`config.mk`:
```
export PLATFORM = sky130hd
export DESIGN_NAME = icache_dm_flat
export DESIGN_NICKNAME = d
export VERILOG_FILES = /design/src/rtl/icache_dm_pkg.sv /design/src/rtl/icache_dm_if.sv /design/src/rtl/icache_dm.sv /design/src/flat_wrapper.sv
export SDC_FILE = /design/constraint.sdc
export NUM_CORES = 1
export LEC_CHECK = 0
export BUFFER_PORTS_ARGS = -buffer_cell sky130_fd_sc_hd__clkbuf_2
export CAP_MARGIN = 15
export CORE_MARGIN = 2
export CORE_UTILIZATION = 26
export DETAILED_ROUTE_END_ITERATION = 8
export PLACE_DENSITY = 0.51
export SYNTH_ARGS = -nofsm -noshare
export SYNTH_HDL_FRONTEND = slang
export SYNTH_SLANG_ARGS = --single-unit
export TNS_END_PERCENT = 30
```
`constraint.sdc`:
```
create_clock -name CLK -period 15.56 [get_ports CLK]
set_input_delay 0.778 -clock CLK [delete_from_list [all_inputs] [get_ports CLK]]
set_output_delay 0.778 -clock CLK [all_outputs]
set_load 0.01 [all_outputs]
```
`src/rtl/icache_dm_pkg.sv`:
```
// Shared types for the direct-mapped instruction cache: data word, address split and frame layout.
// The structs describe the default 16-frame geometry; the cache itself derives widths from NFRAMES.
package icache_dm_pkg;

  typedef logic [31:0] word_t;

  localparam int unsigned ICACHE_NFRAMES = 16;
  localparam int unsigned ICACHE_IDX_W   = $clog2(ICACHE_NFRAMES);
  localparam int unsigned ICACHE_TAG_W   = 32 - ICACHE_IDX_W - 2;

  typedef struct packed {
    logic [ICACHE_TAG_W-1:0] tag;
    logic [ICACHE_IDX_W-1:0] idx;
    logic [1:0]              bytoff;
  } icachef_t;

  typedef struct packed {
    logic                    valid;
    logic [ICACHE_TAG_W-1:0] tag;
    word_t                   data;
  } icache_frame_t;

endpackage

```
`src/rtl/icache_dm_if.sv`:
```
// Datapath-side fetch port and memory-side read port of the instruction cache.
// slave is the cache's view; master is the view of the datapath plus memory around it.
interface icache_dm_if;
  import icache_dm_pkg::*;

  logic  imemREN;
  word_t imemaddr;
  logic  ihit;
  word_t imemload;
  logic  iREN;
  word_t iaddr;
  logic  iwait;
  word_t iload;

  modport slave (
    input  imemREN, imemaddr, iwait, iload,
    output ihit, imemload, iREN, iaddr
  );

  modport master (
    output imemREN, imemaddr, iwait, iload,
    input  ihit, imemload, iREN, iaddr
  );

endinterface

```
`src/rtl/icache_dm.sv`:
```
// Direct-mapped, one-word-block instruction cache. Hits answer combinationally in the same
// cycle; a miss fills one frame from memory and the retried lookup then hits.
module icache_dm
  import icache_dm_pkg::*;
#(
  parameter int unsigned NFRAMES = ICACHE_NFRAMES,
  parameter word_t       PC_INIT = 32'h0000_0000
) (
  input logic        CLK,
  input logic        nRST,
  icache_dm_if.slave bus
);

  localparam int unsigned IDX_W = $clog2(NFRAMES);
  localparam int unsigned TAG_W = 32 - IDX_W - 2;
  localparam word_t MISS_ADDR_RST = PC_INIT & 32'hFFFF_FFFC;

  typedef enum logic {IDLE, FILL} icache_state_t;

  icache_state_t r_state, w_state_d;
  word_t         r_miss_addr, w_miss_addr_d;

  logic [NFRAMES-1:0] r_valid;
  logic [TAG_W-1:0]   r_tag  [NFRAMES];
  word_t              r_data [NFRAMES];

  logic [IDX_W-1:0] w_idx, w_miss_idx;
  logic [TAG_W-1:0] w_tag, w_miss_tag;
  logic             w_hit, w_fill;
  logic             w_unused_offset;

  assign w_idx      = bus.imemaddr[IDX_W+1:2];
  assign w_tag      = bus.imemaddr[31:IDX_W+2];
  assign w_miss_idx = r_miss_addr[IDX_W+1:2];
  assign w_miss_tag = r_miss_addr[31:IDX_W+2];

  // Fetch addresses are word aligned; the byte offset carries no information.
  assign w_unused_offset = ^bus.imemaddr[1:0];

  assign w_hit = bus.imemREN & r_valid[w_idx] & (r_tag[w_idx] == w_tag);

  always_comb begin
    w_state_d     = r_state;
    w_miss_addr_d = r_miss_addr;
    w_fill        = 1'b0;
    bus.ihit      = 1'b0;
    bus.imemload  = '0;
    bus.iREN      = 1'b0;
    bus.iaddr     = '0;
    unique case (r_state)
      IDLE: begin
        bus.ihit = w_hit;
        if (w_hit) begin
          bus.imemload = r_data[w_idx];
        end
        if (bus.imemREN && !w_hit) begin
          w_state_d     = FILL;
          w_miss_addr_d = {bus.imemaddr[31:2], 2'b00};
        end
      end
      FILL: begin
        // Redirects and a dropped imemREN are ignored until the pending fill lands.
        bus.iREN  = 1'b1;
        bus.iaddr = r_miss_addr;
        if (!bus.iwait) begin
          w_fill    = 1'b1;
          w_state_d = IDLE;
        end
      end
    endcase
  end

  always_ff @(posedge CLK) begin
    if (!nRST) begin
      r_state     <= IDLE;
      r_miss_addr <= MISS_ADDR_RST;
      r_valid     <= '0;
    end else begin
      r_state     <= w_state_d;
      r_miss_addr <= w_miss_addr_d;
      if (w_fill) begin
        r_valid[w_miss_idx] <= 1'b1;
      end
    end
  end

  // Tag and data need no reset: the valid bit gates every use of them.
  always_ff @(posedge CLK) begin
    if (w_fill) begin
      r_tag[w_miss_idx]  <= w_miss_tag;
      r_data[w_miss_idx] <= bus.iload;
    end
  end

endmodule

```
`src/flat_wrapper.sv`:
```
// flat-port wrapper written by rule: the top's interface ports become plain ports
module icache_dm_flat import icache_dm_pkg::*;
#(
  parameter int unsigned NFRAMES = ICACHE_NFRAMES,
  parameter word_t       PC_INIT = 32'h0000_0000
)
  (CLK, nRST, bus_imemREN, bus_imemaddr, bus_iwait, bus_iload, bus_ihit, bus_imemload, bus_iREN, bus_iaddr);
  icache_dm_if bus_i ();
  input logic CLK;
  input logic nRST;
  input wire logic [$bits(bus_i.imemREN)-1:0] bus_imemREN;
  input wire logic [$bits(bus_i.imemaddr)-1:0] bus_imemaddr;
  input wire logic [$bits(bus_i.iwait)-1:0] bus_iwait;
  input wire logic [$bits(bus_i.iload)-1:0] bus_iload;
  output wire logic [$bits(bus_i.ihit)-1:0] bus_ihit;
  output wire logic [$bits(bus_i.imemload)-1:0] bus_imemload;
  output wire logic [$bits(bus_i.iREN)-1:0] bus_iREN;
  output wire logic [$bits(bus_i.iaddr)-1:0] bus_iaddr;
  assign bus_i.imemREN = bus_imemREN;
  assign bus_i.imemaddr = bus_imemaddr;
  assign bus_i.iwait = bus_iwait;
  assign bus_i.iload = bus_iload;
  assign bus_ihit = bus_i.ihit;
  assign bus_imemload = bus_i.imemload;
  assign bus_iREN = bus_i.iREN;
  assign bus_iaddr = bus_i.iaddr;
  icache_dm #(.NFRAMES(NFRAMES), .PC_INIT(PC_INIT)) u_core (.CLK(CLK), .nRST(nRST), .bus(bus_i));
endmodule
```
-- Word level (Yosys, flattened, before mapping)
Memory sizes are Yosys's and may differ from the RTL's.
Index checks and enable logic that the tools add are counted.
W data, S select, Z words.
- bitwise gates (word level): 4
- reductions and logical operators: 4
- multiplexer cells: 16
- equal/unequal tests: 1
- magnitude comparators: 3
- operators by type and width (operator ; count):
    $mux W32 ; 3
    $eq A26 B26 Y1 ; 1
    $or A16 B16 Y16 ; 1
    $lt A4 B5 Y1 const B ; 2
    $mux W1 ; 10
    $bmux W1 S4 ; 1
    $demux W1 S4 ; 1
    $ge A4 B1 Y1 const B ; 1
    $and A1 B1 Y1 ; 2
    $logic_and A1 B1 Y1 ; 2
    $pmux W1 S2 ; 1
    $reduce_and A2 Y1 ; 1
    $logic_not A1 Y1 ; 1
    $not A1 Y1 ; 1
- output and inout port bits: 66
- register bits: 47
- logic and storage cells: 33
- RAM bits: 928
- bits of input ports: 68
- memories: 2
- memories (memory ; words ; bits a word ; rd ports ; clocked after memory_dff ; wr ports ; line ; text):
    u_core.r_data ; 16 ; 32 ; 1 ; 0 ; 1 ; icache_dm.sv:25 ; word_t r_data [NFRAMES];
    u_core.r_tag ; 16 ; 26 ; 1 ; 0 ; 1 ; icache_dm.sv:24 ; logic [TAG_W-1:0] r_tag [NFRAMES];

-- Logic depth before layout (Yosys ltp)
- depth in word-level cells: 8
- mapped depth: 14
- gate-level depth less buffers: 8

-- Worst setup path before layout
OpenSTA, ideal clock, no wires.
- kind: input -> register
- start: input port bus_iwait
- end: memory u_core.r_data[1][0] (netlist bit) (enable)
- path buffers: 0
- setup slack: 9591 ps
- stages: 3
- required time: 15012 ps
- arrival: 5421 ps
- setup time: 548 ps
- cells stage by stage: nand2b_1 or3b_2 nor3_1
- cells in the longest elaborated chain, start to end: 4
- ends and longest elaborated chain (what ; line ; text):
    start, declared ; flat_wrapper.sv:13 ; input wire logic [$bits(bus_i.iwait)-1:0] bus_iwait;
    $mux W1 ; icache_dm.sv:65 ; if (!bus.iwait) begin
    $mux W1 ; icache_dm.sv:50 ; unique case (r_state)
    $mux W1 ; icache_dm.sv:89 ; if (w_fill) begin
    $mux W1 (not written as such) ; icache_dm.sv:91 ; r_data[w_miss_idx] <= bus.iload;
    end, declared ; icache_dm.sv:25 ;
No other way between the ends.

-- Worst setup path after layout
- start: input port bus_imemaddr[4]
- end: output port bus_imemload[2]
- cells in the longest elaborated chain, start to end: 6
- elaborated cells between the ends (all ways): 9
- ends and longest elaborated chain (what ; line ; text):
    start, declared ; flat_wrapper.sv:12 ; input wire logic [$bits(bus_i.imemaddr)-1:0] bus_imemaddr;
    branches (longest 4 deep; another with $mem_v2 Z16 W26) ; n/a ;
    $mux W32 * ; icache_dm.sv:53 ; if (w_hit) begin
    $mux W32 * ; icache_dm.sv:50 ;
    end, declared ; flat_wrapper.sv:16 ; output wire logic [$bits(bus_i.imemload)-1:0] bus_imemload;
Mark *: on every way between the ends. The select of a mux whose other input is x is not followed.

==> metrics.txt <==
Largest stage delay, worst path=820 ps; Seq cells post-synth=975; Hold Fails Final Rpt=0; tightest hold margin=395 ps; Layout area overhead=16.3%; overall routing resource usage=13.0%; fin crit period=6860 ps; Crit Path Max Fanout=58; Num CTS Buffers=96; post_cts resized=0; initial antenna violation count=6; GPL Wtd Cong=0.720; largest net degree at the start of global routing=103; Slowest-stage cell, CP=buf_4; DR pass1 iterations=5; Post-Syn Area per Cell=21.3 um^2; post-layout instance area=0.0447 mm^2; YS warnings=0; worst clock skew=29.8 ps; crit path DAT=6080 ps; Clk Latency, worst-skew pair=670 ps; Slew @ Worst Pin=1170 ps; Final Max Slew Viols=0; DPL Wire Length=53200 um; Synth async-reset ratio=0%; max cap viols=0; Synth top cells by count=928 x edfxtp_1, 266 x mux4_2, 94 x nand4_1, 57 x clkbuf_1, 47 x dfxtp_1; CP Cell Sequence=buf_8 -> buf_4 -> buf_4 -> mux4_2 -> o22ai_1 -> nor3_1 -> nor4_1 -> nand4_1 -> nor4bb_4 -> nand4b_4 -> nor2b_1 -> clkbuf_2; Util after Layout=30.4%; sequential-to-total area share from yosys stat=74.9%; Static Leak=14.0 nW; Ports=134; Synth Cell Area=0.0384 mm^2; vias=19000; HP Class=input port to register; wire length of the first global-routing pass=143000 um; RSZ-0062 raised after global routing=no; CTS tree=built; Post-DP Area=0.0414 mm^2; share of cells above drive strength 1=30.0%; Clock Path Buffers=3; status=completed; row count=141; Setup Fix Bufs, Post-CTS=0; DRT antenna net count=0; Worst EP required=14780 ps; count leader, synth=edfxtp_1; Power Density=126 mW/mm^2; Critical Path Most Common Cell=buf_4; fin nets=2015; endpoint class of the critical path=primary output; Total Wirelength=99900 um; clock transition at the registers of the reported paths=60 ps; Setup CP Type=input port to primary output; setup tns final=0 ps; startpoint types=input port; area leader, netlist=edfxtp_1; total grt overflow=0; maximum VDD drop=0.0000818 V; Via density=4.80; initial DRC count=1814; die area=0.151 mm^2; drc violations=0; Core Region=0.147 mm^2; Synth top area share=72.5%; Main synth FF type=edfxtp_1; synthesized instance count=1803; Port-buffer cells=129; number of global-route vias before repair=20000; relative slew slack=22.3%; Root Driver=clkbuf_16; Max H-tree Level=3; Final Cycle Share=44.1%; CTS Sinks=975; Die W=389 um; Initial Utilization=26.1%; max frequency=0.146 GHz; DIE HEIGHT=389 um; top cells by area, synth=edfxtp_1 72%, mux4_2 16%, dfxtp_1 2.4%, nand4_1 1.5%, mux2i_1 1.1%; Post-synth EDFFs=928; final count of negative-setup-slack endpoints=0; routed len/inst=25.2 um; Unique masters post-synth=53; cts hold-fix bufs=0
[sequential cells by signal, indices dropped and copies added, names as in the netlist]
register,cells
u_core.r_state,1
u_core.r_valid,16
u_core.r_data,512
u_core.r_tag,416
u_core.r_miss_addr,30
[final cells by class]
type	instances	area, um^2
Tap cell	1930	2410
Inverter	3	13.8
Multi-Input combinational cell	699	9140
Fill cell	14100	103000
Clock buffer	119	2610
Timing Repair Buffer	172	1070
Sequential cell	975	28800
Clock inverter	59	653
Antenna cell	1	2.50
[report_power, final]
group | internal, mW | leakage, nW | switching [mW]
registers | 2.92 | 8.83 | 0.0485
logic | 0.114 | 3.62 | 0.159
clock network | 1.42 | 1.59 | 0.974
total | 4.45 | 14.0 | 1.18
[cells by family after synthesis]
logic type,synth area share (%)
compound gates,1.03
buf+inv,1.64
xor+xnor,0.843
mux,16.7
flops,74.9
other cells,0.00975
simple gates,4.86
[layout by cell type, fill, tap and decap left out, types with 3 or more instances in the layout]
cell type	count
nor2_1	8
o21ai_0	3
nand4b_1	31
buf_4	40
a22oi_1	11
clkinvlp_4	5
clkinv_1	19
and2_1	34
mux2i_1	41
nand2_1	7
nor2_4	12
clkbuf_2	125
clkinv_2	18
nand3_1	32
nor3_1	8
nor4_1	5
dfxtp_1	47
nor3_2	4
clkbuf_1	15
bufinv_16	14
xnor2_1	16
o21a_1	17
buf_16	3
nand2b_1	7
a21oi_1	8
nor2b_1	40
mux4_2	266
clkbuf_16	100
clkbuf_8	4
edfxtp_1	928
nand4_1	94
and3_1	5
xor2_1	21
[critical path, delay by kind of cell]
family          cells  cell delay [ps]
mux                 1              420
simple gates        6             2370
compound gates      1              320
buf+inv             4             2000
[per-layer routing]
layer	routed length [um]	global-route usage, %
met1	45000	18.5
met2	48200	21.1
met3	5320	2.29
met4	1410	2.61
met5	0	0
[stage by stage]
step | power (mW) | worst slack [ps] | instances
after detailed placement | 3.30 | 7830 | 3776
after global placement | 3.29 | 7970 | 3776
final | 5.64 | 8700 | 3958
after floorplan | 3.18 | 9590 | 1804
after global routing | 5.83 | 8180 | 3958
after CTS | 5.70 | 7840 | 3954
[path summary, 6_finish.rpt]
kind	depth (start not counted)	from	slack, ps	end
setup / recovery	12	bus_imemaddr[4]	8700	bus_imemload[2]
hold / removal	2	bus_iwait	390	u_core.r_state
setup reg to reg	9	u_core.r_tag[2][13]	11810	u_core.r_state
hold reg to reg	1	u_core.r_valid[8]	470	u_core.r_valid[8]
Note: power is estimated with default switching activity, not from simulation.
